`config.mk`:
```
export PLATFORM = sky130hd
export DESIGN_NAME = fixedpoint_mul_pipe
export DESIGN_NICKNAME = d
export VERILOG_FILES = /design/src/rtl/fxmul_pkg.sv /design/src/rtl/fxmul_mag.sv /design/src/rtl/fixedpoint_mul_pipe.sv
export SDC_FILE = /design/constraint.sdc
export NUM_CORES = 1
export LEC_CHECK = 0
export BUFFER_PORTS_ARGS = -buffer_cell sky130_fd_sc_hd__clkbuf_2
export CORE_ASPECT_RATIO = 0.75
export CORE_UTILIZATION = 62
export CTS_CLUSTER_DIAMETER = 80
export DETAILED_ROUTE_END_ITERATION = 16
export GPL_ROUTABILITY_DRIVEN = 0
export MAX_ROUTING_LAYER = met4
export PLACE_DENSITY = 0.93
export SLEW_MARGIN = 20
export SYNTH_ARGS = -nofsm -noshare
export SYNTH_HDL_FRONTEND = slang
export SYNTH_SLANG_ARGS = --single-unit
```
`constraint.sdc`:
```
create_clock -name clk -period 4.5 [get_ports clk]
set_input_delay 0 -clock clk [delete_from_list [all_inputs] [get_ports clk]]
set_output_delay 0 -clock clk [all_outputs]
set_load 0.02 [all_outputs]
```
`src/rtl/fxmul_pkg.sv`:
```
// Shared constants and helpers for the pipelined signed fixed-point multiplier.
package fxmul_pkg;

  localparam int DEF_IN_W     = 8;
  localparam int DEF_IN_FRAC  = 4;
  localparam int DEF_OUT_W    = 8;
  localparam int DEF_OUT_FRAC = 1;

  // Number of product fraction bits dropped to reach the output format
  function automatic int calc_sh(input int in_frac, input int out_frac);
    return 2 * in_frac - out_frac;
  endfunction

  function automatic bit sh_legal(input int in_frac, input int out_frac);
    return (out_frac >= 0) && (calc_sh(in_frac, out_frac) >= 1);
  endfunction

  // Rounded-magnitude width: wide enough for the product, the carry and both limits
  function automatic int calc_m_w(input int in_w, input int out_w);
    return ((2 * in_w > out_w) ? 2 * in_w : out_w) + 1;
  endfunction

endpackage

```
`src/rtl/fxmul_mag.sv`:
```
// Two's-complement to sign/magnitude; the most negative code maps to 2^(W-1) exactly.
module fxmul_mag
  import fxmul_pkg::*;
#(
  parameter int W = DEF_IN_W
) (
  input  logic [W-1:0] val,
  output logic         sign,
  output logic [W-1:0] mag
);

  assign sign = val[W-1];
  assign mag  = sign ? -val : val;

endmodule

```
`src/rtl/fixedpoint_mul_pipe.sv`:
```
// Three-stage signed fixed-point multiplier with valid/ready handshake.
// Define FXMUL_SAT_EN to clamp overflowing results instead of wrapping.
module fixedpoint_mul_pipe
  import fxmul_pkg::*;
#(
  parameter int IN_W     = DEF_IN_W,
  parameter int IN_FRAC  = DEF_IN_FRAC,
  parameter int OUT_W    = DEF_OUT_W,
  parameter int OUT_FRAC = DEF_OUT_FRAC
) (
  input  logic              clk,
  input  logic              rst_n,
  input  logic              in_valid,
  output logic              in_ready,
  input  logic [IN_W-1:0]   in_a,
  input  logic [IN_W-1:0]   in_b,
  output logic              out_valid,
  input  logic              out_ready,
  output logic [OUT_W-1:0]  out_data,
  output logic              out_ovf
);

  localparam int SH  = calc_sh(IN_FRAC, OUT_FRAC);
  localparam int P_W = 2 * IN_W;
  localparam int M_W = calc_m_w(IN_W, OUT_W);

  localparam logic [M_W-1:0] LIM_NEG = M_W'(1) << (OUT_W - 1);
  localparam logic [M_W-1:0] LIM_POS = LIM_NEG - M_W'(1);

  if (!sh_legal(IN_FRAC, OUT_FRAC)) begin : g_bad_sh
    $error("fixedpoint_mul_pipe: OUT_FRAC must satisfy 0 <= OUT_FRAC <= 2*IN_FRAC-1");
  end

  logic            adv;
  logic            sign_a, sign_b;
  logic [IN_W-1:0] mag_a, mag_b;

  logic            v1, neg1;
  logic [IN_W-1:0] ma1, mb1;
  logic            v2, neg2;
  logic [P_W-1:0]  p2;

  logic [M_W-1:0]   m, m_lim;
  logic             res_ovf;
  logic [OUT_W-1:0] res_data;

  assign adv      = !out_valid || out_ready;
  assign in_ready = adv;

  fxmul_mag #(.W(IN_W)) u_mag_a (.val(in_a), .sign(sign_a), .mag(mag_a));
  fxmul_mag #(.W(IN_W)) u_mag_b (.val(in_b), .sign(sign_b), .mag(mag_b));

  // Rounding on the magnitude gives half-away-from-zero once the sign is reapplied
  always_comb begin
    m       = M_W'(p2 >> SH) + M_W'(p2[SH-1]);
    res_ovf = neg2 ? (m > LIM_NEG) : (m > LIM_POS);
    m_lim   = m;
`ifdef FXMUL_SAT_EN
    if (res_ovf) m_lim = neg2 ? LIM_NEG : LIM_POS;
`endif
    res_data = neg2 ? -m_lim[OUT_W-1:0] : m_lim[OUT_W-1:0];
  end

  always_ff @(posedge clk) begin
    if (!rst_n) begin
      v1        <= 1'b0;
      neg1      <= 1'b0;
      ma1       <= '0;
      mb1       <= '0;
      v2        <= 1'b0;
      neg2      <= 1'b0;
      p2        <= '0;
      out_valid <= 1'b0;
      out_data  <= '0;
      out_ovf   <= 1'b0;
    end else if (adv) begin
      v1        <= in_valid;
      neg1      <= sign_a ^ sign_b;
      ma1       <= mag_a;
      mb1       <= mag_b;
      v2        <= v1;
      neg2      <= neg1;
      p2        <= P_W'(ma1) * P_W'(mb1);
      out_valid <= v2;
      out_data  <= res_data;
      out_ovf   <= res_ovf;
    end
  end

endmodule

```
==> results of run 1 <==
==> per-stage QoR <==
step	cells	utilization	hold WS, ns
2_1_floorplan	521	-	0.1405
3_3_place_gp	613	0.6897	0.2340
3_5_place_dp	613	0.6897	0.2416
4_1_cts	623	0.7115	0.0001794
5_1_grt	623	0.7156	0.01322
6_report	623	0.7156	-0.0004043
==> logic make-up (layout without fill, tap and decap cells) <==
logic type | count (synthesis) | count (layout) | share of synthesized area
mux | 1 | 1 | 0.002341
buf+inv | 81 | 102 | 0.07490
flops | 40 | 40 | 0.1872
compound gates | 98 | 98 | 0.1589
fa+ha+maj | 74 | 74 | 0.2779
xor+xnor | 22 | 22 | 0.04506
simple gates | 205 | 205 | 0.2537
==> worst max-delay path: cells and delay by family (launching register included) <==
kind	cells	cell delay, ns
adder cells (fa/ha/maj)	5	2.40
AO/OA/AOI/OAI	3	0.61
AND/OR/NAND/NOR	3	0.57
flip-flops	1	0.37
buffers and inverters	3	0.29
==> where the power goes <==
group / switching (uW) / internal (uW)
logic: 221 / 143
clock network: 137 / 181
registers: 49.9 / 387
total: 408 / 711
==> layer usage <==
| metal | wire length [microns] | up-vias |
|---|---|---|
| met5 | 0 | - |
| met4 | 362 | 0 |
| met3 | 927 | 42 |
| met2 | 4497 | 216 |
| met1 | 4380 | 1778 |
| li1 | - | 1811 |
==> placed cells by master (no fill, tap or decap), types with 6 or more instances in the layout <==
cell type  count
a211oi_1      15
a21oi_1       20
and2_1        51
buf_4          6
clkbuf_2      30
clkbuf_8       6
dfxtp_1       30
dfxtp_2       10
fa_1          35
ha_1          39
inv_1         55
nand2_1       51
nand3_1       25
nor2_1        27
nor3_1         8
o211ai_1      14
o21ai_0       14
or3_1          8
xnor2_1        8
xor2_1        14
==> final cells by class <==
class | instances | area share
Multi-Input combinational cell | 400 | 0.6846
Sequential cell | 40 | 0.1755
Timing Repair Buffer | 38 | 0.04645
Inverter | 56 | 0.04537
Tap cell | 81 | 0.02187
Clock buffer | 6 | 0.01782
Clock inverter | 2 | 0.008372
==> registers in the layout (all words and copies together), names as in the netlist <==
name / flops
p2: 10
ma1: 8
mb1: 8
out_data: 8
neg1: 1
neg2: 1
out_ovf: 1
out_valid: 1
v1: 1
v2: 1
==> repair_timing <==
action / in CTS / in global routing
setup endpoints to repair: 0 / 6
gates resized for setup: 0 / 12
hold endpoints to repair: 2 / 0
hold buffers: 2 / 0
==> worst max-delay path by stage <==
stage	from	to	slack [ns]
floorplan	ma1[2]	p2[13]	0.36
global placement	ma1[0]	p2[15]	0.31
detailed placement	mb1[7]	p2[15]	0.16
CTS	ma1[1]	p2[13]	0.15
global route	ma1[1]	p2[13]	0.02
finish	ma1[1]	p2[13]	0.14
==> results.sh, run 1 <==
export IMPL_timing_rr_end="p2[13]"
export IMPL_fin_nets=635
export IMPL_p_per_area_nw_per_um2=241.5
export IMPL_synth_top_area_frac=0.1872
export IMPL_synth_nets=615
export IMPL_antenna_left=0
export IMPL_met1_usage=0.3951
export IMPL_final_setup_tns_ns=0
export IMPL_violations="negative hold slack"
export IMPL_crit_path_frequent_cell="fa_1"
export IMPL_worst_slew_pin_slew_ns=1.045
export IMPL_worst_hold_slack_ns=-0.0004043
export IMPL_fin_area_sq_um=4633
export IMPL_synthCells=521
export IMPL_p_leak_uw=0.002192
export IMPL_finalPower_uw=1119
export IMPL_hold_path_depth=3
export IMPL_wl_per_cell_microns=16.32
export IMPL_drtPass1Iterations=6
export IMPL_crit_path_end_kind="flip-flop"
export IMPL_hold_class="in -> reg"
export IMPL_clock_sinks=40
export IMPL_hpwl_microns=7678
export IMPL_clockBufferDepth=2
export IMPL_use_met3=0.05614
export IMPL_synth_largest_area_cell="dfxtp_1"
export IMPL_arrival_ns=4.55
export IMPL_hold_start="in_a[0]"
export IMPL_grt_busiest_layer="met2"
export IMPL_pre_cts_ws_ns=0.1553
export IMPL_track_usage=0.3087
export IMPL_path_clk_slew_ns=0.08
export IMPL_slew_headroom=0.3027
export IMPL_hold_viol_final=1
export IMPL_synthesis_area_sq_um=4277
export IMPL_clock_skew_ns=0.007813
export IMPL_use_met2=0.4883
export IMPL_post_cts_buffers=0
export IMPL_core_sq_um=6475
export IMPL_synth_edff_count=0
export IMPL_tritoncts="yes"
export IMPL_worstSetupPathType="reg -> reg"
export IMPL_cts_buffers=5
export IMPL_max_stage_delay_ns=0.55
export IMPL_setup_violations=0
export IMPL_drv_slew=0
export IMPL_yosysMostFrequentCell="inv_1"
export IMPL_placed_cell_area_sq_um=4466
export IMPL_antenna_found_initial=0
export IMPL_rows=25
export IMPL_seq_area_sq_um=813.3
export IMPL_io_pins=31
export IMPL_wirelength_microns=10170
export IMPL_period_minus_slack_ns=4.359
export IMPL_hold_end="ma1[0]"
export IMPL_synth_common_cells="inv_1 (55), and2_1 (51), nand2_1 (51)"
export IMPL_status="finished with violations"
export IMPL_fillers=431
export IMPL_ys_flop_type="dfxtp_1"
export IMPL_ys_seq_elements=40
export IMPL_drc=0
export IMPL_dieArea_sq_um=7237
export IMPL_overflow=0
export IMPL_reg2reg_slack_ns=0.14
export IMPL_netlist_cell_type_count=58
export IMPL_crit_required_ns=4.69
export IMPL_cts_root_buf="clkbuf_8"
export IMPL_drtIter0Drc=453
export IMPL_die_h_microns=73.93
export IMPL_antenna_cells=0
export IMPL_portBuffers=30
export IMPL_r2r_start="ma1[1]"
export IMPL_grt_pass1_wl_microns=17030
export IMPL_die_w_microns=97.90
export IMPL_syn2layout_area_growth_pct=8.338
export IMPL_crit_chain="and2_1, fa_1, fa_1, inv_1, fa_1, fa_1, inv_1, ha_1, o21ai_0, nand2b_1, a31oi_2, buf_4, and3_1, o31a_1"
export IMPL_synthArstFlopShare=0
export IMPL_crit_fanout=9
export IMPL_vias=3847
export IMPL_cap_violations=0
export IMPL_drive_above_1_share=0.1255
export IMPL_ir_drop_uv=201.7
export IMPL_yosysSeqAreaShare=0.1872
export IMPL_multiInputGateArea_sq_um=3172
export IMPL_cp_slowest_cell="fa_1"
export IMPL_start_util=0.6605
export IMPL_yosys_warnings=0
export IMPL_postLayoutSetupSlackWorst_ns=0.1410
export IMPL_first_global_vias=3623
export IMPL_grt_max_degree=54
export IMPL_period_share=0.9687
export IMPL_worstSetupStartpointType="flip-flop"
export IMPL_vias_per_cell=6.175
export IMPL_fmax_mhz=229.4
export IMPL_synth_top_cells_by_area="dfxtp_1 (19%), fa_1 (16%), ha_1 (11%), and2_1 (7.5%), inv_1 (4.8%)"
export IMPL_rsz0062_at_grt="false"
export IMPL_syn_area_per_cell_sq_um=8.208
export IMPL_worst_r2r_path_depth=14
export IMPL_clk_latency_ns=0.30
export IMPL_htreeDepth=2
Power figures use the tool's default switching activity.
==> run 2: changes to the inputs <==
- HOLD_SLACK_MARGIN: default -> 0.12
==> results.sh, run 2 (synthesis results as in run 1) <==
export IMPL_path_clk_slew_ns=0.08
export IMPL_worstSetupStartpointType="flip-flop"
export IMPL_die_h_microns=73.93
export IMPL_drive_above_1_share=0.1239
export IMPL_first_global_vias=3805
export IMPL_ir_drop_uv=209.6
export IMPL_setup_violations=0
export IMPL_final_setup_tns_ns=0
export IMPL_p_sw_uw=418.4
export IMPL_clock_skew_ns=0.01417
export IMPL_combPwrFrac=0.335
export IMPL_track_usage=0.3320
export IMPL_p_per_area_nw_per_um2=237.8
export IMPL_rsz0062_at_grt="false"
export IMPL_drtIter0Drc=445
export IMPL_overflow=0
export IMPL_grt_pass1_wl_microns=18210
export IMPL_arrival_ns=4.50
export IMPL_io_pins=31
export IMPL_antenna_cells=0
export IMPL_crit_required_ns=4.69
export IMPL_drc=0
export IMPL_fin_nets=650
export IMPL_swShare=0.3676
export IMPL_grt_max_degree=54
export IMPL_worstSetupPathType="reg -> reg"
export IMPL_rows=25
export IMPL_syn2layout_area_growth_pct=11.91
export IMPL_hpwl_microns=7678
export IMPL_vias_per_cell=6.139
export IMPL_start_util=0.6605
export IMPL_cap_violations=0
export IMPL_cts_root_buf="clkbuf_8"
export IMPL_power_frac_seq=0.384
export IMPL_core_sq_um=6475
export IMPL_period_minus_slack_ns=4.304
export IMPL_pre_cts_ws_ns=0.1553
export IMPL_cts_buffers=5
export IMPL_stdcell_count=638
export IMPL_clock_sinks=40
export IMPL_p_leak_uw=0.002251
export IMPL_vias=3917
export IMPL_post_route_util=0.7391
export IMPL_post_cts_buffers=0
export IMPL_layout_commonest_cell="inv_1"
export IMPL_drv_slew=0
export IMPL_period_share=0.9565
export IMPL_clk_latency_ns=0.31
export IMPL_layout_common_cells="inv_1 (55), nand2_1 (51), and2_1 (51)"
export IMPL_crit_fanout=9
export IMPL_fmax_mhz=232.3
export IMPL_portBuffers=30
export IMPL_hold_viol_final=0
export IMPL_wirelength_microns=10940
export IMPL_p_clk_frac=0.282
export IMPL_die_w_microns=97.90
export IMPL_antenna_left=0
export IMPL_dp_cells=613
export IMPL_worst_slew_pin_slew_ns=1.066
export IMPL_finalPower_uw=1138
export IMPL_htreeDepth=2
export IMPL_fillers=391
export IMPL_tritoncts="yes"
export IMPL_status="finished, final reports clean"
export IMPL_intPower_uw=719.8
export IMPL_dieArea_sq_um=7237
export IMPL_largest_reg_flops=10
export IMPL_postLayoutSetupSlackWorst_ns=0.1957
export IMPL_top_register="p2"
export IMPL_slew_headroom=0.2885
export IMPL_crit_path_end_kind="flip-flop"
export IMPL_wl_per_cell_microns=17.15
export IMPL_antenna_found_initial=0
export IMPL_drtPass1Iterations=6
export IMPL_clockBufferDepth=2
export IMPL_hold_class="in -> reg"
## run 2: what timing repair did
action,CTS,global route
gates resized for setup,0,13
endpoints found under the hold margin,15,0
hold buffers,17,0
setup endpoints to repair,0,6
## run 2: metal layers
metal | GRT usage | up-vias | wire, microns
li1 | - | 1850 | -
met1 | 0.4192 | 1825 | 4680
met2 | 0.5321 | 208 | 4948
met4 | 0.1414 | 0 | 325
met3 | 0.05804 | 34 | 990
met5 | - | - | 0
## run 2: per-stage QoR
step	hold WS, ns	instance area, sq um
finish	0.1376	4786
global route	0.1650	4786
CTS	0.1290	4757
detailed placement	0.2416	4466
global placement	0.2340	4466
floorplan	0.1405	4277
## run 2: layout make-up
cell class | instances | area, sq um | share of cell area
sequential | 40 | 813.3 | 0.1699
clock buffer | 6 | 82.58 | 0.01725
multi-input combinational | 400 | 3174 | 0.6633
inverter | 56 | 210.2 | 0.04392
clock inverter | 2 | 38.79 | 0.008105
timing repair buffer | 53 | 365.4 | 0.07634
tap | 81 | 101.3 | 0.02118
## run 2: power groups by stage
| stage | combinational (uW) | sequential (uW) | clock [uW] |
|---|---|---|---|
| 2_1_floorplan | 264 | 427 | 0 |
| 3_3_place_gp | 335 | 435 | 0 |
| 3_5_place_dp | 353 | 440 | 0 |
| 4_1_cts | 366 | 432 | 320 |
| 5_1_grt | 423 | 441 | 334 |
| 6_report | 381 | 437 | 320 |
## run 2: worst paths after layout
check	startpoint	end	slack [ns]	depth (start not counted)
setup / recovery	ma1[1]	p2[13]	0.20	14
hold / removal	in_a[1]	ma1[1]	0.14	5
setup reg to reg	ma1[1]	p2[13]	0.20	14
hold reg to reg	out_data[2]	out_data[2]	0.46	2
## run 2: worst max-delay path, cell delays in order, from the launching register on
cell      delay [ns]
dfxtp_2         0.37
and2_1          0.21
fa_1            0.47
fa_1            0.55
inv_1           0.05
fa_1            0.46
fa_1            0.55
inv_1           0.05
ha_2            0.36
o21ai_0         0.15
nand2b_1        0.20
a31oi_2         0.15
buf_4           0.18
and3_1          0.16
o31a_1          0.28
